[src/rtl/mux_b_pkg.sv]
// Shared types and helpers for the ALU operand-B source mux.
// Holds the FSM state encoding and source-slice offset math.
package mux_b_pkg;

  localparam int DEF_DATA_WIDTH = 11;

  typedef enum logic [1:0] {
    IDLE     = 2'd0,
    WAIT_MEM = 2'd1,
    HOLD     = 2'd2
  } state_e;

  function automatic int unsigned src_lsb(
    input int unsigned idx,
    input int unsigned width
  );
    return idx * width;
  endfunction

endpackage

[src/rtl/mux_b_lat_cnt.sv]
// Loadable down-counter that times the data-memory read latency.
// zero_o flags the cycle in which memory data is due.
module mux_b_lat_cnt #(
  parameter int W = 1
) (
  input  logic         clk,
  input  logic         rst_n,
  input  logic         load_i,
  input  logic [W-1:0] load_val_i,
  input  logic         dec_i,
  output logic         zero_o
);

  logic [W-1:0] cnt_q, cnt_d;

  always_comb begin
    cnt_d = cnt_q;
    if (load_i) begin
      cnt_d = load_val_i;
    end else if (dec_i && cnt_q != '0) begin
      cnt_d = cnt_q - 1'b1;
    end
  end

  always_ff @(posedge clk or negedge rst_n) begin
    if (!rst_n) begin
      cnt_q <= '0;
    end else begin
      cnt_q <= cnt_d;
    end
  end

  assign zero_o = (cnt_q == '0);

endmodule

[src/rtl/mux_b_operand_sel.sv]
// ALU operand-B source mux with memory wait FSM and valid/ready handshakes.
// MUX_B_SEL_CHECK_EN: out-of-range selects capture 0 and set sticky sel_err.
module mux_b_operand_sel
  import mux_b_pkg::*;
#(
  parameter int DATA_WIDTH  = DEF_DATA_WIDTH,
  parameter int NUM_SRC     = 4,
  parameter int MEM_SRC     = 1,
  parameter int MEM_LATENCY = 1,
  localparam int SEL_WIDTH  = (NUM_SRC > 2) ? $clog2(NUM_SRC) : 1
) (
  input  logic                          clk,
  input  logic                          rst_n,
  input  logic [NUM_SRC*DATA_WIDTH-1:0] src_in,
  input  logic [SEL_WIDTH-1:0]          sel_B,
  input  logic                          req_valid,
  output logic                          req_ready,
  output logic                          mem_rd_en,
  output logic [DATA_WIDTH-1:0]         mux_B_out,
  output logic                          out_valid,
  input  logic                          out_ready,
  output logic                          sel_err
);

  localparam int CW = (MEM_LATENCY > 0) ? $clog2(MEM_LATENCY + 1) : 1;
  localparam bit MEM_WAIT = (MEM_LATENCY > 0);
  localparam bit RNG_CHK = (NUM_SRC < (1 << SEL_WIDTH));
  localparam logic [CW-1:0] LD_VAL = CW'(MEM_WAIT ? MEM_LATENCY - 1 : 0);

  state_e                state_q, state_d;
  logic [DATA_WIDTH-1:0] out_q, out_d;
  logic [DATA_WIDTH-1:0] sel_val, mem_val;
  logic                  acc, is_mem, out_rng;
  logic                  cnt_ld, cnt_dec, cnt_zero;

  assign out_rng = RNG_CHK && (32'(sel_B) >= 32'(NUM_SRC));
  assign is_mem = MEM_WAIT && (sel_B == SEL_WIDTH'(MEM_SRC));
  assign mem_val = src_in[src_lsb(MEM_SRC, DATA_WIDTH) +: DATA_WIDTH];

  always_comb begin
    sel_val = src_in[src_lsb(32'(sel_B), DATA_WIDTH) +: DATA_WIDTH];
    if (out_rng) begin
`ifdef MUX_B_SEL_CHECK_EN
      sel_val = '0;
`else
      sel_val = src_in[DATA_WIDTH-1:0];
`endif
    end
  end

  assign req_ready = (state_q == IDLE)
                   || (state_q == HOLD && out_ready);
  assign acc = req_valid && req_ready;
  assign out_valid = (state_q == HOLD);
  assign mux_B_out = out_q;

  always_comb begin
    state_d   = state_q;
    out_d     = out_q;
    mem_rd_en = 1'b0;
    cnt_ld    = 1'b0;
    cnt_dec   = 1'b0;
    unique case (state_q)
      IDLE, HOLD: begin
        if (acc) begin
          if (is_mem) begin
            mem_rd_en = 1'b1;
            cnt_ld    = 1'b1;
            state_d   = WAIT_MEM;
          end else begin
            out_d   = sel_val;
            state_d = HOLD;
          end
        end else if (state_q == HOLD && out_ready) begin
          state_d = IDLE;
        end
      end
      WAIT_MEM: begin
        if (cnt_zero) begin
          out_d   = mem_val;
          state_d = HOLD;
        end else begin
          cnt_dec = 1'b1;
        end
      end
      default: state_d = IDLE;
    endcase
  end

  always_ff @(posedge clk or negedge rst_n) begin
    if (!rst_n) begin
      state_q <= IDLE;
      out_q   <= '0;
    end else begin
      state_q <= state_d;
      out_q   <= out_d;
    end
  end

`ifdef MUX_B_SEL_CHECK_EN
  logic err_q;

  always_ff @(posedge clk or negedge rst_n) begin
    if (!rst_n) begin
      err_q <= 1'b0;
    end else if (acc && out_rng) begin
      err_q <= 1'b1;
    end
  end

  assign sel_err = err_q;
`else
  assign sel_err = 1'b0;
`endif

  mux_b_lat_cnt #(
    .W(CW)
  ) u_lat_cnt (
    .clk       (clk),
    .rst_n     (rst_n),
    .load_i    (cnt_ld),
    .load_val_i(LD_VAL),
    .dec_i     (cnt_dec),
    .zero_o    (cnt_zero)
  );

endmodule

[config.mk]
export PLATFORM = sky130hd
export DESIGN_NAME = mux_b_operand_sel
export DESIGN_NICKNAME = d
export VERILOG_FILES = /design/src/rtl/mux_b_pkg.sv /design/src/rtl/mux_b_lat_cnt.sv /design/src/rtl/mux_b_operand_sel.sv
export SDC_FILE = /design/constraint.sdc
export NUM_CORES = 1
export LEC_CHECK = 0
export CORE_MARGIN = 2
export CORE_UTILIZATION = 28
export DETAILED_ROUTE_END_ITERATION = 16
export PLACE_DENSITY_LB_ADDON = 0.2
export SYNTH_ARGS = -nofsm -noshare
export SYNTH_HDL_FRONTEND = slang
export SYNTH_HIERARCHICAL = 1
export SYNTH_SLANG_ARGS = --single-unit
[constraint.sdc]
create_clock -name clk -period 1.4 [get_ports clk]
set_input_delay 0.42 -clock clk [delete_from_list [all_inputs] [get_ports clk]]
set_output_delay 0.42 -clock clk [all_outputs]
set_load 0.1 [all_outputs]
# [Yosys cells after proc, flatten, opt, wreduce, memory -nomap -nowiden]
# Cells that the tools add are included.
# Widths: inputs -> output; s select.
[totals] ff_bits=14 inputBits=50 word_cells=39
[classes] addsub=1 multipliers=1 n_eq_ne=7 n_shift=1 n_mux=16 reduce_logical=10
[ops] operator="$shiftx 44x7->11" n=1
[ops] operator="$mux 11" n=3
[ops] operator="$pmux 11 s2" n=1
[ops] operator="$mux 2" n=4
[ops] operator="$mux 1" n=7
[ops] operator="$mul 2x4->6 const B" n=1
[ops] operator="$ne 2x2->1 const B" n=3
[ops] operator="$eq 2x1->1 const B" n=2
[ops] operator="$pmux 2 s2" n=1
[ops] operator="$reduce_and 4->1" n=1
[ops] operator="$reduce_bool 2->1" n=2
[ops] operator="$logic_and 1x1->1" n=3
[ops] operator="$ne 3x3->1 const B" n=1
[ops] operator="$eq 2x2->1 const B" n=1
[ops] operator="$logic_not 2->1" n=1
[ops] operator="$reduce_and 2->1" n=1
[ops] operator="$reduce_or 2->1" n=1
[ops] operator="$logic_or 1x1->1" n=1
[ops] operator="$sub 1x1->1 const B" n=1

# [Longest topological paths before layout]
[depth] ltp_word=7 mapped_depth=6 mapped_depth_nobuf=5

# [Cells and area by module]
# Netlist, hierarchy kept.
[modules_own_cells] module="mux_b_operand_sel" instances=1 cells_per_inst=94 area_per_inst_um2=914.6 seq_area_each_um2=325.3
[modules_own_cells] module="mux_b_lat_cnt" instances=1 cells_per_inst=4 area_per_inst_um2=45.0 seq_area_each_um2=25.0

# [Worst setup path after synthesis]
# OpenSTA, ideal clock, no wires.
[synth_timing] path_kind="register to output" start="reg state_q[1]" end="out mem_rd_en" arrival_ns=2.805 required_time_ns=0.980 slack_ns=-1.825 stages_incl_launch_ff=4 cell_sequence="dfrtp_1 -> nor2b_4 -> nor2_1 -> and3_1"
[synth_between] elab_chain_len=6
[synth_rtl] element="start: declaration" line_no="mux_b_operand_sel.sv:30" rtl="state_e state_q, state_d;"
[synth_rtl] element="start signal: assignment" line_no="mux_b_operand_sel.sv:95" rtl="state_q <= state_d;"
[synth_rtl] element="$eq 2x2->1" line_no="mux_b_operand_sel.sv:52" rtl="|| (state_q == HOLD && out_ready);"
[synth_rtl] element="$logic_and 1x1->1" line_no="mux_b_operand_sel.sv:52"
[synth_rtl] element="$logic_or 1x1->1 (*)" line_no="mux_b_operand_sel.sv:52"
[synth_rtl] element="net req_ready" line_no="mux_b_operand_sel.sv:17" rtl="output logic req_ready,"
[synth_rtl] element="$logic_and 1x1->1 (*)" line_no="mux_b_operand_sel.sv:53" rtl="assign acc = req_valid && req_ready;"
[synth_rtl] element="$mux 1 (*)" line_no="mux_b_operand_sel.sv:65" rtl="if (acc) begin"
[synth_rtl] element="$mux 1 (*)" line_no="mux_b_operand_sel.sv:63" rtl="unique case (state_q)"
[synth_rtl] element="end: declaration" line_no="mux_b_operand_sel.sv:18" rtl="output logic mem_rd_en,"
# The timed path passes the listed nets; every way through them passes the cells marked *.

# [Worst setup path in the final report]
[layout_timing] start="reg state_q[1]" end="out mem_rd_en"
[layout_between] elab_chain_len=6
[layout_rtl] element="$eq 2x2->1" line_no="mux_b_operand_sel.sv:52, mux_b_operand_sel.sv:63"
[layout_rtl] element="$logic_and 1x1->1" line_no="mux_b_operand_sel.sv:52"
[layout_rtl] element="$logic_or 1x1->1" line_no="mux_b_operand_sel.sv:52"
[layout_rtl] element="$logic_and 1x1->1" line_no="mux_b_operand_sel.sv:53"
[layout_rtl] element="$mux 1" line_no="mux_b_operand_sel.sv:65"
[layout_rtl] element="$mux 1 (*)" line_no="mux_b_operand_sel.sv:63"
# Mark *: on every way between the ends. The rest lies on a longest branch, timed or not.

==> impl_summary.md <==
CTS
TritonCTS built the clock tree. The clock net sink count is 14. The clock buffer count from CTS is 3. The root cell of the clock tree is clkbuf_4.

The buffer levels on the longest clock path is 2. Clock-pin slew was measured on the worst setup and hold paths at 0.09 ns. The clock latency on the worst-skew pair is 0.28 ns. CTS built an H-tree with a depth of 1.

Floorplanning
The die boundary height is 62.5 um. The die covers 3910 um^2. The initial utilization of the core area, before any placement, comes to 0.290. The die is 62.5 um wide.

The core region area is 3310 um^2. The standard-cell row count is 21. In this run the count of I/O pins placed on the die edge is 65.

Placed design
Once placement finished, the instance area stood at 1840 um^2. The HPWL after detailed placement is 2500 um. Timing analysis after detailed placement gives a worst setup slack of -0.605 ns. At the end of routability-driven placement, the weighted congestion stood at 0.856. The number of buffers inserted by port buffering is 63.

Power and ir drop
The leakage dissipation is 0.908 nW. IR analysis of the VDD net gives a maximum drop of 0.00149 V. Power spread over the standard cell area amounts to 1590 nW/um^2.

Global route
For this run the aggregate overflow at the end of global routing stands at 0. The number of global-route vias before repair was 1083. Entering global routing, the biggest net connects 15 pins. The overall track demand over capacity in global routing is 0.174. The first global-routing pass estimated 5370 um of wire.

The number of antenna violations at the first check in global routing is 0.

Setup path
The required time at the endpoint of the critical path is 0.98 ns. The startpoint-to-endpoint class of the critical path is register to output pin. Along the worst path, the maximum fanout reaches 2. The data arrival time at the worst-slack endpoint is 1.28 ns. The capturing element type of the critical path is an output pin. The worst setup path is launched from a register.

Timing
The final count of hold timing violations is 0. The setup total negative slack is -3.46 ns. The final critical delay including setup and external delays is 1.70 ns.

The clock tree skew after final layout is 0.00377 ns. The final setup violation count is 15. The total count of max-transition violations in the final report is 0. Timing would allow up to 0.587 GHz. Setup slack on the critical path of the routed design comes to -0.303 ns. Setup repair after global routing could not meet its margin everywhere. Of the available clock period, the critical path in the final layout requires 1.22.

Synth
The count of yosys warnings during synthesis is 6. Of the synthesized area, sequential elements account for 0.365. The mapped netlist covers 960 um^2.

The number of synthesized flops with an enable pin is 0. dfrtp_1 takes more of the synthesized area than any other cell. In the synthesized netlist the async set-or-reset flop fraction comes to 1.00. The mean instance size in the synthesized netlist is 9.79 um^2. Ranked by total cell area, the synthesized netlist is headed by dfrtp_1 (37%), mux2_2 (13%), nand3_2 (10%). Counting every instance in the synthesized netlist gives 98. By count the netlist is led by dfrtp_1 (14), nand3_1 (13), nand2_1 (12), mux2_2 (11), o221ai_1 (11).

The number of register bits inferred by synthesis is 14. The fraction of synthesized cell area taken by the top area cell type is 0.365. Counting distinct cell types in the post-synthesis netlist gives 24. In the synthesized netlist the dominant register cell turns out to be dfrtp_1. The most frequently used cell type in the post-synthesis netlist is dfrtp_1.

Detailed routing
After detailed routing, the average wire length per cell comes to 16.5 um. The first routing iteration left 33 violations. For this run, design rule violations remaining after detail routing come to 0. The residual antenna-violating net count after detailed routing is 0. The pre-antenna-repair detailed-routing pass consisted of 4 iterations. For this block, the via count after detailed routing is 1084. After detailed routing, the number of vias per cell comes to 4.82. Wires add up to 3720 um.

Finish
The final-stage net count is 230. The signed area change from the synthesized netlist to the final layout is 118%. The count of antenna diodes in the layout is 0.

In the final layout, the share of cells above drive strength 1 is 0.492. The layout filler cell count is 278. The final cell utilization of the core is 0.631. After routing the design area is 2090 um^2.

Worst hold path
The tightest min-delay check is of the primary input to asynchronous set/reset pin type.

Flow run
Max-cap violations in this run came to 0.

Status
The run finished, with violations left. The checks that failed: setup timing.
layout by cell type (no fill, tap or decap), types with 3 or more instances in the layout:
cell,n
buf_6,4
dfrtp_1,13
nand3_2,19
nand2_1,12
clkdlybuf4s50_1,45
nand3_1,4
o221ai_2,5
buf_12,14
mux2_2,11
o221ai_1,6
buf_4,16
nor2b_4,3
clkbuf_4,3
what timing repair did:
action	CTS	global route
pin swaps	1	5
gates cloned	0	3
setup buffers	5	3
gates resized for setup	16	21
endpoints found under the setup margin	16	14
hold buffers	0	0
layout make-up:
cell class | count | area (um^2) | area share
Tap cell | 46 | 57.6 | 0.0276
Inverter | 3 | 11.3 | 0.00539
Multi-Input combinational cell | 75 | 698 | 0.334
Clock buffer | 4 | 36.3 | 0.0174
Timing Repair Buffer | 83 | 933 | 0.447
Sequential cell | 14 | 352 | 0.168
critical path, cell delays in order (launching register included):
cell     delay (ns)
dfrtp_1        0.38
nor2b_4        0.14
nor2_4         0.09
and3_4         0.21
buf_12         0.17
through the flow:
step                      cells  hold slack, ns  power [W]
after floorplan              99           0.124    0.00196
after global placement      210           0.530    0.00283
after detailed placement    210           0.538    0.00285
after CTS                   219           0.435    0.00322
after global routing        225           0.438    0.00344
final                       225           0.436    0.00332
metal layers:
layer | up-vias | part of all wire | GRT usage
li1 | 524 | - | -
met1 | 515 | 0.43 | 0.242
met2 | 40 | 0.49 | 0.259
met3 | 5 | 0.059 | 0.0450
met4 | 0 | 0.015 | 0.0667
met5 | - | 0 | 0
logic make-up (layout without fill, tap and decap cells):
| group | count (synthesis) | count (layout) | synth area share |
|---|---|---|---|
| AO/OA/AOI/OAI | 13 | 13 | 0.123 |
| buffers and inverters | 11 | 90 | 0.0587 |
| flip-flops | 14 | 14 | 0.365 |
| multiplexers | 11 | 11 | 0.129 |
| other | 1 | 2 | 0.00391 |
| AND/OR/NAND/NOR | 48 | 49 | 0.321 |
flip-flops by register name, indices dropped and copies added, names as in the netlist:
register	cells
state_q	2
mux_B_out	11
u_lat_cnt/cnt_q	1
path summary, 6_finish.rpt:
check                                 from         endpoint  slack (ns)  depth (start not counted)
setup / recovery                state_q[1]        mem_rd_en       -0.30                          4
min in group clk           u_lat_cnt/cnt_q  u_lat_cnt/cnt_q        0.56                          2
max in group asynchronous            rst_n       state_q[0]        0.78                          2
setup reg to reg                state_q[1]    mux_B_out[10]       -0.25                          6
hold reg to reg            u_lat_cnt/cnt_q  u_lat_cnt/cnt_q        0.56                          2
hold / removal                       rst_n     mux_B_out[8]        0.44                          2
power by group:
group / internal, W / leakage, nW / switching, W
logic: 0.000931 / 0.720 / 0.00138
registers: 0.000541 / 0.167 / 0.000173
clock network: 0.000158 / 0.0210 / 0.000135
total: 0.00163 / 0.908 / 0.00169
(Power assumes the default switching activity.)
==> RTL change (config.mk and constraints unchanged) <==
The parameter `MEM_LATENCY` goes from 1 to 2.
--- a/src/rtl/mux_b_operand_sel.sv
+++ b/src/rtl/mux_b_operand_sel.sv
@@ -6,7 +6,7 @@
   parameter int DATA_WIDTH  = DEF_DATA_WIDTH,
   parameter int NUM_SRC     = 4,
   parameter int MEM_SRC     = 1,
-  parameter int MEM_LATENCY = 1,
+  parameter int MEM_LATENCY = 2,
   localparam int SEL_WIDTH  = (NUM_SRC > 2) ? $clog2(NUM_SRC) : 1
 ) (
   input  logic                          clk,
Check against the original RTL: not equivalent (Yosys sat finds a counterexample within 4 cycles, from zero or initial values and one cycle with rst_n low).
==> RTL change against the unedited design <==
The run still ends with negative setup slack left; worst setup slack better by 8.4 ps; routed wire length up 1.4%; worst hold slack better by 37 ps; area after synthesis up 9.5%; via count up 7.3%; design area up 4.3%; clock skew up 1.7 ps; sequential power up 23%; combinational power up 39%; sequential cell count up 1; power up 35%; critical path type unchanged; largest power group unchanged.
==> RTL change: results (changes against the unedited design) <==
| Metric | Value |
|---|---|
| Outcome | `finished with violations` |
| Failing checks | `negative setup slack` |
| Synth top area share | `0.3571 (-0.007916)` |
| Most instantiated cells after synthesis | `dfrtp_1 (15), nand2_1 (13), nand3_1 (13)` |
| First-pass GRT wire length | `5554 um (+3.5%)` |
| Filler cell count | `321 (+15%)` |
| P_seq | `877 uW (+23%)` |
| Fraction of the mapped netlist area in adder cells | `0.01190 (+0.01190)` |
| Drt wl/cell | `15.77 um (-4.6%)` |
| Synth Area in Compound Gates | `0.1202 (-0.002317)` |
| 1st-iter DRT viols | `76 (+130%)` |
| Global placement routability congestion | `0.7684 (-10%)` |
| PnR worst setup slack | `-295.1 ps (+8.364 ps)` |
| Vias in the first global route | `1165 (+7.6%)` |
| Placed cell areas | `1983 um^2 (+7.5%)` |
| Met1 Wirelength | `1482 um (-8.1%)` |
| GR Util met1 | `0.2002 (-0.04136)` |
| Largest net degree at the start of global routing | `16 (+1)` |
| Met2 Use GR | `0.3138 (+0.05437)` |
| Non-Filler Instances | `239 (+6.2%)` |
| Clock latency on the worst-skew pair | `260 ps (-20 ps)` |
| Sw frac | `0.5208 (+0.01146)` |
| Placed cells | `228 (+8.6%)` |
| Clk slew on worst S/H paths | `70 ps (-20 ps)` |
| Leak | `0.0009525 uW (+4.9%)` |
| Post_cts resized | `15 (-1)` |
| Post-synthesis mux area share | `0.1179 (-0.01122)` |
| Power share of the clock group | `0.085 (-0.003)` |
| CP max FO | `3 (+1)` |
| Setup violators final | `16 (+1)` |
| Met2 WL | `2043 um (+12%)` |
| Switching pwr | `2328 uW (+38%)` |
| Yosys cell types | `27 (+13%)` |
| Setup TNS | `-2728 ps (+728.8 ps)` |
| Routed via count | `1163 (+7.3%)` |
| Root buffer cell | `clkbuf_8` |
| Area contributors post-synth | `dfrtp_1 (36%), mux2_2 (12%), nand3_2 (9.5%)` |
| GRT Overall Usage | `0.1722 (-0.002135)` |
| Max IR drop VDD | `1.054 mV (-29%)` |
| Avg Synthesized Cell Area | `9.732 um^2 (-0.62%)` |
## RTL change: cell count changes in the layout (fill, tap and decap cells not counted), moves of 2 or more
cell / change
buf_4: +2
clkbuf_2: +2
clkbuf_4: -3
clkbuf_8: +2
clkdlybuf4s15_1: -2
inv_1: +2
o221ai_1: +4
o221ai_2: -4
or4b_4: +2
## RTL change: final timing paths
check,depth (start not counted),to,start
max,4,mem_rd_en,state_q[1]
min,2,mux_B_out[4],rst_n
max reg2reg,6,u_lat_cnt/cnt_q[0],state_q[1]
min reg2reg,2,mux_B_out[9],mux_B_out[9]
max in group asynchronous,2,state_q[0],rst_n
min in group clk,3,state_q[1],out_ready
## RTL change: cell type report
type	count	area, um^2	share of cell area
Clock buffer	3	41.29	0.01895
Clock inverter	1	7.507	0.003446
Inverter	4	15.01	0.006893
Multi-Input combinational cell	83	745.7	0.3423
Sequential cell	15	376.6	0.1729
Tap cell	48	60.06	0.02757
Timing Repair Buffer	85	932.1	0.4279
